<file path="src/rtl/bp_profiler_pkg.sv">
// Shared types for the profiler snapshot controller: FSM state encoding and header word layout.
package bp_profiler_pkg;

    typedef enum logic [1:0] {
        ST_IDLE   = 2'd0,
        ST_STREAM = 2'd1,
        ST_DRAIN  = 2'd2,
        ST_CLEAR  = 2'd3
    } prof_state_e;

    // Widest output word the header helper can build; callers truncate to their own width.
    localparam int hdr_max_width_lp = 64;

    // Header word: the sample sequence number in the low bits, zeros above it.
    function automatic logic [hdr_max_width_lp-1:0] make_header(input logic [hdr_max_width_lp-1:0] seq);
        return seq;
    endfunction

endpackage

</file>
<file path="src/rtl/bsg_counter_clear_up.sv">
// Free-running up counter with a synchronous clear that takes priority over counting.
module bsg_counter_clear_up #(
    parameter int width_p = 32
) (
    input  logic               clk_i,
    input  logic               reset_i,
    input  logic               clear_i,
    input  logic               up_i,
    output logic [width_p-1:0] count_o
);

    logic [width_p-1:0] count_d;
    logic [width_p-1:0] count_q;

    // Next count: clear wins, otherwise increment when enabled.
    always_comb begin
        count_d = count_q;
        if (clear_i) begin
            count_d = '0;
        end else if (up_i) begin
            count_d = count_q + width_p'(1);
        end
    end

    // Count register.
    always_ff @(posedge clk_i or posedge reset_i) begin
        if (reset_i) begin
            count_q <= '0;
        end else begin
            count_q <= count_d;
        end
    end

    assign count_o = count_q;

endmodule

</file>
<file path="src/rtl/bp_stall_snapshot_ctrl.sv">
// Profiling snapshot controller: latches a counter bank on trigger or periodic tick,
// streams header + counters with valid/ready handshaking, and sequences bank clears.
module bp_stall_snapshot_ctrl
    import bp_profiler_pkg::*;
#(
    parameter int width_p        = 32,
    parameter int num_counters_p = 8
) (
    input  logic                              clk_i,
    input  logic                              reset_i,
    input  logic                              cfg_en_i,
    input  logic [width_p-1:0]                cfg_interval_i,
    input  logic                              trigger_i,
    input  logic                              clear_i,
    input  logic [num_counters_p*width_p-1:0] counters_i,
    output logic                              counter_en_o,
    output logic                              counter_clear_o,
    output logic [width_p-1:0]                data_o,
    output logic                              v_o,
    input  logic                              ready_i,
    output logic                              last_o,
    output logic                              busy_o,
    output logic [width_p-1:0]                overrun_o
);

    localparam int idx_w_lp = $clog2(num_counters_p + 1);
    localparam logic [idx_w_lp-1:0] last_idx_lp = idx_w_lp'(num_counters_p - 1);

    logic [width_p-1:0]                timer_cnt;
    logic                              tick;
    logic                              snap_req;
    logic                              timer_clear;
    logic                              xfer;
    logic [width_p-1:0]                header_w;

    prof_state_e                       state_d, state_q;
    logic [idx_w_lp-1:0]               idx_d, idx_q;
    logic [width_p-1:0]                seq_d, seq_q;
    logic [width_p-1:0]                overrun_d, overrun_q;
    logic [width_p-1:0]                data_d, data_q;
    logic [num_counters_p*width_p-1:0] snap_d, snap_q;
    logic                              clr_pend_d, clr_pend_q;
    logic                              v_d, v_q;
    logic                              last_d, last_q;
    logic                              busy_d, busy_q;
    logic                              counter_clear_d, counter_clear_q;
    logic                              cfg_en_d, cfg_en_q;

    assign tick        = cfg_en_i && (cfg_interval_i != '0) && (timer_cnt == cfg_interval_i - width_p'(1));
    assign snap_req    = cfg_en_i && (trigger_i || tick);
    assign timer_clear = tick || (state_q == ST_CLEAR) || !cfg_en_i;
    assign xfer        = v_q && ready_i;
    assign header_w    = width_p'(make_header(64'(seq_q)));

    bsg_counter_clear_up #(
        .width_p (width_p)
    ) interval_timer (
        .clk_i   (clk_i),
        .reset_i (reset_i),
        .clear_i (timer_clear),
        .up_i    (cfg_en_i),
        .count_o (timer_cnt)
    );

    // Next-state and next-output logic for the snapshot/stream/clear sequencer.
    always_comb begin
        state_d    = state_q;
        idx_d      = idx_q;
        seq_d      = seq_q;
        overrun_d  = overrun_q;
        data_d     = data_q;
        snap_d     = snap_q;
        clr_pend_d = clr_pend_q;
        v_d        = v_q;
        last_d     = last_q;
        cfg_en_d   = cfg_en_i;

        if ((state_q != ST_IDLE) && snap_req && (overrun_q != '1)) begin
            overrun_d = overrun_q + width_p'(1);
        end

        case (state_q)
            ST_IDLE: begin
                if (snap_req) begin
                    snap_d  = counters_i;
                    state_d = ST_STREAM;
                    idx_d   = '0;
                    v_d     = 1'b1;
                    last_d  = 1'b0;
                    data_d  = header_w;
                    if (clear_i) begin
                        clr_pend_d = 1'b1;
                    end
                end else if (clr_pend_q && cfg_en_q && !cfg_en_i) begin
                    state_d = ST_DRAIN;
                end else if (clear_i || clr_pend_q) begin
                    state_d    = ST_CLEAR;
                    clr_pend_d = 1'b0;
                end
            end
            ST_STREAM: begin
                if (clear_i) begin
                    clr_pend_d = 1'b1;
                end
                if (xfer) begin
                    if (last_q) begin
                        v_d    = 1'b0;
                        last_d = 1'b0;
                        idx_d  = '0;
                        seq_d  = seq_q + width_p'(1);
                        if (clr_pend_q || clear_i) begin
                            state_d    = ST_CLEAR;
                            clr_pend_d = 1'b0;
                        end else begin
                            state_d = ST_IDLE;
                        end
                    end else begin
                        idx_d  = idx_q + idx_w_lp'(1);
                        data_d = snap_q[int'(idx_q)*width_p +: width_p];
                        last_d = (idx_q == last_idx_lp);
                    end
                end
            end
            ST_DRAIN: begin
                state_d    = ST_CLEAR;
                clr_pend_d = clear_i;
            end
            ST_CLEAR: begin
                state_d = ST_IDLE;
                if (clear_i) begin
                    clr_pend_d = 1'b1;
                end
            end
            default: begin
                state_d = ST_IDLE;
            end
        endcase

        busy_d          = (state_d != ST_IDLE);
        counter_clear_d = (state_d == ST_CLEAR);
    end

    // Sequencer state and registered outputs.
    always_ff @(posedge clk_i or posedge reset_i) begin
        if (reset_i) begin
            state_q         <= ST_IDLE;
            idx_q           <= '0;
            seq_q           <= '0;
            overrun_q       <= '0;
            data_q          <= '0;
            snap_q          <= '0;
            clr_pend_q      <= 1'b0;
            v_q             <= 1'b0;
            last_q          <= 1'b0;
            busy_q          <= 1'b0;
            counter_clear_q <= 1'b0;
            cfg_en_q        <= 1'b0;
        end else begin
            state_q         <= state_d;
            idx_q           <= idx_d;
            seq_q           <= seq_d;
            overrun_q       <= overrun_d;
            data_q          <= data_d;
            snap_q          <= snap_d;
            clr_pend_q      <= clr_pend_d;
            v_q             <= v_d;
            last_q          <= last_d;
            busy_q          <= busy_d;
            counter_clear_q <= counter_clear_d;
            cfg_en_q        <= cfg_en_d;
        end
    end

    assign data_o          = data_q;
    assign v_o             = v_q;
    assign last_o          = last_q;
    assign busy_o          = busy_q;
    assign overrun_o       = overrun_q;
    assign counter_clear_o = counter_clear_q;
    assign counter_en_o    = cfg_en_i & ~counter_clear_q;

endmodule

</file>
<file path="config.mk">
export PLATFORM = sky130hd
export DESIGN_NAME = bp_stall_snapshot_ctrl
export DESIGN_NICKNAME = d
export VERILOG_FILES = /design/src/rtl/bp_profiler_pkg.sv /design/src/rtl/bsg_counter_clear_up.sv /design/src/rtl/bp_stall_snapshot_ctrl.sv
export SDC_FILE = /design/constraint.sdc
export NUM_CORES = 1
export LEC_CHECK = 0
export BUFFER_PORTS_ARGS = -buffer_cell sky130_fd_sc_hd__buf_2
export CAP_MARGIN = 25
export CORE_MARGIN = 2
export CORE_UTILIZATION = 38
export DETAILED_ROUTE_END_ITERATION = 12
export GPL_TIMING_DRIVEN = 0
export PLACE_DENSITY = 0.72
export SLEW_MARGIN = 15
export SYNTH_ARGS = -nofsm -noshare
export SYNTH_HDL_FRONTEND = slang
export SYNTH_SLANG_ARGS = --single-unit
</file>
<file path="constraint.sdc">
create_clock -name clk_i -period 13 [get_ports clk_i]
set_input_delay 1.95 -clock clk_i [delete_from_list [all_inputs] [get_ports clk_i]]
set_output_delay 1.95 -clock clk_i [all_outputs]
set_load 0.005 [all_outputs]
</file>
Word-level counts from Yosys, hierarchy flattened
Index checks and enable logic that the tools add are counted.

Bitwise operators: 2. Add/subtract/negate cells: 5. Reductions and logical operators: 25. Equality and inequality tests: 13. Shift operators: 1. Mux-type cells: 33.

Operators by type and width (count): indexed part select 256 x 10 -> 32 bit (1); two-way mux 32 bit (5); adder 32 x 1 -> 32 bit, second input constant (3); one-hot mux 32 bit (2 select lines) (1); equality test 32 bit (1); != test 32 bit, second input constant (1); nonzero test 32 bit (1); subtractor 32 x 1 -> 32 bit, second input constant (1); two-way mux 1 bit (13); two-way mux 2 bit (6); two-way mux 4 bit (3); logical AND 1 bit (8); != test 2 bit, second input constant (4); one-hot mux 2 bit (4 select lines) (1); one-hot mux 4 bit (2 select lines) (1); AND reduction 4 bit (2); nonzero test 2 bit (4); equality test 2 bit, second input constant (3); != test 3 bit, second input constant (2); AND reduction 3 bit (2); adder 4 x 1 -> 4 bit, second input constant (1); equality test 4 x 3 -> 1 bit, second input constant (1); logical OR 1 bit (4); one-hot mux 1 bit (2 select lines) (2); 7 further kinds (8).

Word-level logic and storage cells: 92. Register bits: 396. Input bits: 294.

Depth between registers and ports, before layout
Word-level depth: 8. Gate-level depth with buffers: 14.

Hierarchy
From an unflattened synthesis, not the netlist that was laid out.

Cells, all modules: 1501. Area total of the unflattened synthesis: 19693.9 µm².

By module, submodules not included: bp_stall_snapshot_ctrl (instances 1, cells an instance 1317, area an instance 17944.7 µm²); bsg_counter_clear_up (instances 1, cells an instance 184, area an instance 1749.2 µm²).

Worst setup path after synthesis
No wires, ideal clock.

Path type: input-to-reg. Start: input port cfg_interval_i[0]. End: register snap_q[100]. Path buffers: 3. Setup time: 0.128 ns. Path slack: 8.079 ns. Arrival: 4.794 ns. Stages: 14. Path through: inv_1 -> ha_1 -> nor3b_2 -> nand2_1 -> or3_1 -> nor4_1 -> o22ai_1 -> nor4_2 -> a21o_1 -> and3_1 -> buf_2 -> buf_4 -> buf_4 -> mux2_1.

Word-level cells in the longest chain between the ends: 6. Elaborated cells on any way between the ends: 8. Those cells by class: 1 x add/sub; 1 x eq/ne; 6 x reduce/logical.

RTL lines: start: declaration (RTL line bp_stall_snapshot_ctrl.sv:12) `input logic [width_p-1:0] cfg_interval_i,`; subtractor 32 x 1 -> 32 bit or nonzero test 32 bit (tied branches) (RTL line bp_stall_snapshot_ctrl.sv:49) `assign tick = cfg_en_i && (cfg_interval_i != '0) && (timer_cnt == cfg_interval_i - width_p'(1));`; equality test 32 bit or logical AND 1 bit (tied branches) (RTL line bp_stall_snapshot_ctrl.sv:49); logical AND 1 bit * (RTL line bp_stall_snapshot_ctrl.sv:49); logical OR 1 bit * (RTL line bp_stall_snapshot_ctrl.sv:50) `assign snap_req = cfg_en_i && (trigger_i || tick);`; logical AND 1 bit * (RTL line bp_stall_snapshot_ctrl.sv:50); AND reduction 2 bit (no line) *; end signal: assignment (RTL line bp_stall_snapshot_ctrl.sv:164) `snap_q <= snap_d;`; end: declaration (RTL line bp_stall_snapshot_ctrl.sv:41) `logic [num_counters_p*width_p-1:0] snap_d, snap_q;`.

Mark *: on every way between the ends. The rest lies on a longest branch, timed or not. A chain may end at the register's enable or synchronous reset.

Worst setup path after layout
Start: input port cfg_interval_i[0]. End: register snap_q[196].

Same word-level chain as after synthesis.

==> results.sh <==
export IMPL_peakVddDrop_v=0.000110
export IMPL_synthAdderAreaFrac_pct=0.394
export IMPL_p_int_mw=2.18
export IMPL_layout_drive_gt1_share_pct=28.9
export IMPL_cellLeakagePower_nw=11.8
export IMPL_synth_top_family_by_area="multiplexers"
export IMPL_cts_buffer_depth=3
export IMPL_rows=82
export IMPL_ff2ff_path_depth=13
export IMPL_synth_xor_area_share_pct=6.11
export IMPL_antenna_found_initial=31
export IMPL_fin_crit_sh_pct=44.5
export IMPL_port_buffers=360
export IMPL_dr_pass1_iters=5
export IMPL_outcome="finished, final reports clean"
export IMPL_via_per_inst=5.23
export IMPL_cp_end_kind="register"
export IMPL_die_x_um=228
export IMPL_post_cts_setup_buffer_count=0
export IMPL_cts_made_buffers=45
export IMPL_ios=363
export IMPL_power_mw=2.94
export IMPL_htree_levels=2
export IMPL_drc=0
export IMPL_switchingPower_mw=0.762
export IMPL_grt_max_degree=113
export IMPL_hold_ws_ns=0.475
export IMPL_cp_start_kind="input port"
export IMPL_yosys_area_top_type="dfrtp_1"
export IMPL_hold_class="reg -> reg"
export IMPL_fmax_ghz=0.173
export IMPL_power_per_cell_area_nw_per_um2=126
export IMPL_syn_area_per_cell_um2=13.0
export IMPL_start_util_pct=38.2
export IMPL_ant_nets=0
export IMPL_arrival_ns=6.25
export IMPL_synthArstFlopShare_pct=100
export IMPL_netlist_area_leader_share_pct=52.0
export IMPL_rsz0062_at_grt="false"
export IMPL_muxShareOfSynthArea_pct=26.7
export IMPL_root_buffer="clkbuf_16"
export IMPL_seqPwrFrac_pct=43.9
export IMPL_ys_flop_type="dfrtp_1"
export IMPL_ys_seq_area_share_pct=52.0
export IMPL_fin_area_um2=23400
export IMPL_slew_headroom_pct=35.4
export IMPL_syn2layout_area_growth_pct=22.6
export IMPL_overflow=0
export IMPL_syn_area_um2=19100
export IMPL_cts_resized_gates=0
export IMPL_hold_depth=1
export IMPL_synth_common_cells="dfrtp_1, mux2_1, nand2_1, nor2_1, xnor2_1"
export IMPL_critPathRequiredTime_ns=13.46
export IMPL_slew_viol_final=0
export IMPL_cts_clk_slew_worst_paths_ns=0.06
export IMPL_netlist_instances=1461
export IMPL_setup_slack_ns=7.21
export IMPL_yosysWarnings=0
export IMPL_vias=13600
export IMPL_final_fill_count=4511
export IMPL_grt_pass1_vias=14600
export IMPL_path_max_fanout=10
export IMPL_drt_iter0_markers=728
export IMPL_synthesis_nets=1761
export IMPL_min_period_ns=5.79
export IMPL_max_slew_worst_pin_slew_ns=0.969
export IMPL_synth_compound_area_share_pct=2.75
export IMPL_core_um2=49900
export IMPL_cts_tree="built"
export IMPL_grt_pass1_wl_mm=84.7
export IMPL_holdBufCountCts=0
export IMPL_nets=2175
export IMPL_cts_sinks=396
export IMPL_wl_per_cell_um=21.1
export IMPL_ys_ff_latch=396
export IMPL_hold_viol=0
export IMPL_yosys_top_cells_area="dfrtp_1, mux2_1, mux4_2"
export IMPL_clock_latency_ns=0.59
export IMPL_criticalPathCategory="in -> reg"
export IMPL_finalSetupViolCount=0
export IMPL_drv_cap=0
export IMPL_yosysMostFrequentCell="dfrtp_1"
export IMPL_netSwitchingFraction_pct=25.9
export IMPL_dp_hpwl_mm=41.4
export IMPL_pwr_share_clk_pct=43.5
export IMPL_place_ws_ns=6.72
export IMPL_routed_wl_mm=54.8
export IMPL_comb_power_share_pct=12.6
export IMPL_place_area_um2=21800
export IMPL_fp_dieH_um=228
export IMPL_gp_congestion=0.879
export IMPL_die_area_um2=51900
export IMPL_synth_edf_count=0
export IMPL_yosys_cell_types_count=63
export IMPL_clock_skew_ns=0.0304
export IMPL_track_usage_pct=21.1
export IMPL_yosys_area_share_simple_pct=9.76
routing by layer:
layer	GRT usage (%)	wire length (um)	part of all wire [%]
met1	25.3	21800	40
met2	36.4	27100	49
met3	6.40	4000	7.3
met4	7.01	1650	3.0
met5	0	230	0.42
cell type report:
| cell class | instances | area, um^2 | area share, % |
|---|---|---|---|
| clock buffers | 65 | 1280 | 5.49 |
| clock inverters | 16 | 213 | 0.911 |
| multi-input cells | 975 | 8700 | 37.3 |
| inverters | 15 | 63.8 | 0.273 |
| plain buffers | 75 | 385 | 1.65 |
| well taps | 672 | 841 | 3.60 |
| diodes | 11 | 27.5 | 0.118 |
| repair buffers | 367 | 1930 | 8.26 |
| flip-flops and latches | 396 | 9910 | 42.4 |
worst paths after layout:
check                                           from           end  slack [ns]
hold reg to reg                         header_w[31]  header_w[31]        0.47
setup reg to reg           interval_timer.count_o[2]   snap_q[196]        9.08
setup / recovery                   cfg_interval_i[0]   snap_q[196]        7.21
hold / removal                          header_w[31]  header_w[31]        0.47
max in group asynchronous                    reset_i   snap_q[202]       10.04
min in group asynchronous                    reset_i    snap_q[67]        1.49
flip-flops by register name (all words and copies together) (netlist names):
register and cells:
snap_q 256, data_o 32, header_w 32, interval_timer.count_o 32, overrun_o 32, idx_q 4, state_q 2, busy_o 1
cfg_en_q 1, clr_pend_q 1, counter_clear_o 1, last_o 1, v_o 1
power groups by stage:
stage	registers [mW]	logic (mW)	clock network (mW)
finish	1.29	0.372	1.28
floorplan	1.31	0.214	0
detailed placement	1.31	0.376	0
global placement	1.31	0.360	0
global route	1.29	0.405	1.36
CTS	1.29	0.378	1.32
placed cells by master (no fill, tap or decap), types with 8 or more instances in the layout:
cell       Yosys  routed
nor2_1        87      87
clkbuf_8       0       8
nor4_1        10      10
xor2_1        65      65
dfrtp_1      396     396
a31oi_1        8       8
inv_1         15      14
clkbuf_16      0      45
buf_2         10     371
o21ai_0       35      35
nand4_1       24      24
mux4_2        64      64
mux2i_1       36      36
nor3_1        36      36
xnor2_1       68      68
clkbuf_1      35      47
diode_2        0      11
nand2_1       98      98
buf_4         22      22
and3_1        12      12
nand3_1       43      43
nand2b_1       8       8
mux2_1       290     290
worst max-delay path: stages:
cell and delay [ns]:
buf_2 0.14, inv_1 0.09, ha_1 0.25, nor3b_2 0.45, nand2_1 0.30, nor4_1 0.43
mux2i_1 0.23, nand4_1 0.12, nor4_2 0.58, a21o_1 0.28, and3_1 0.27, buf_2 0.25
buf_4 0.23, buf_4 0.30, mux2_1 0.36
through the flow:
stage | TNS, ns | instances | util (%)
floorplan | 0 | 1461 | -
global placement | -1583.79 | 2493 | 43.5
detailed placement | 0 | 2499 | 43.8
CTS | 0 | 2580 | 46.8
global route | 0 | 2589 | 46.8
finish | 0 | 2592 | 46.8
logic make-up (layout without fill, tap and decap cells):
family          count (synthesis)  after routing
compound gates                 80             80
buf+inv                        90            538
fa+ha+maj                       6              6
xor+xnor                      133            133
mux                           391            391
other cells                     0             11
simple gates                  365            365
flops                         396            396
Note: power is estimated with default switching activity, not from simulation.
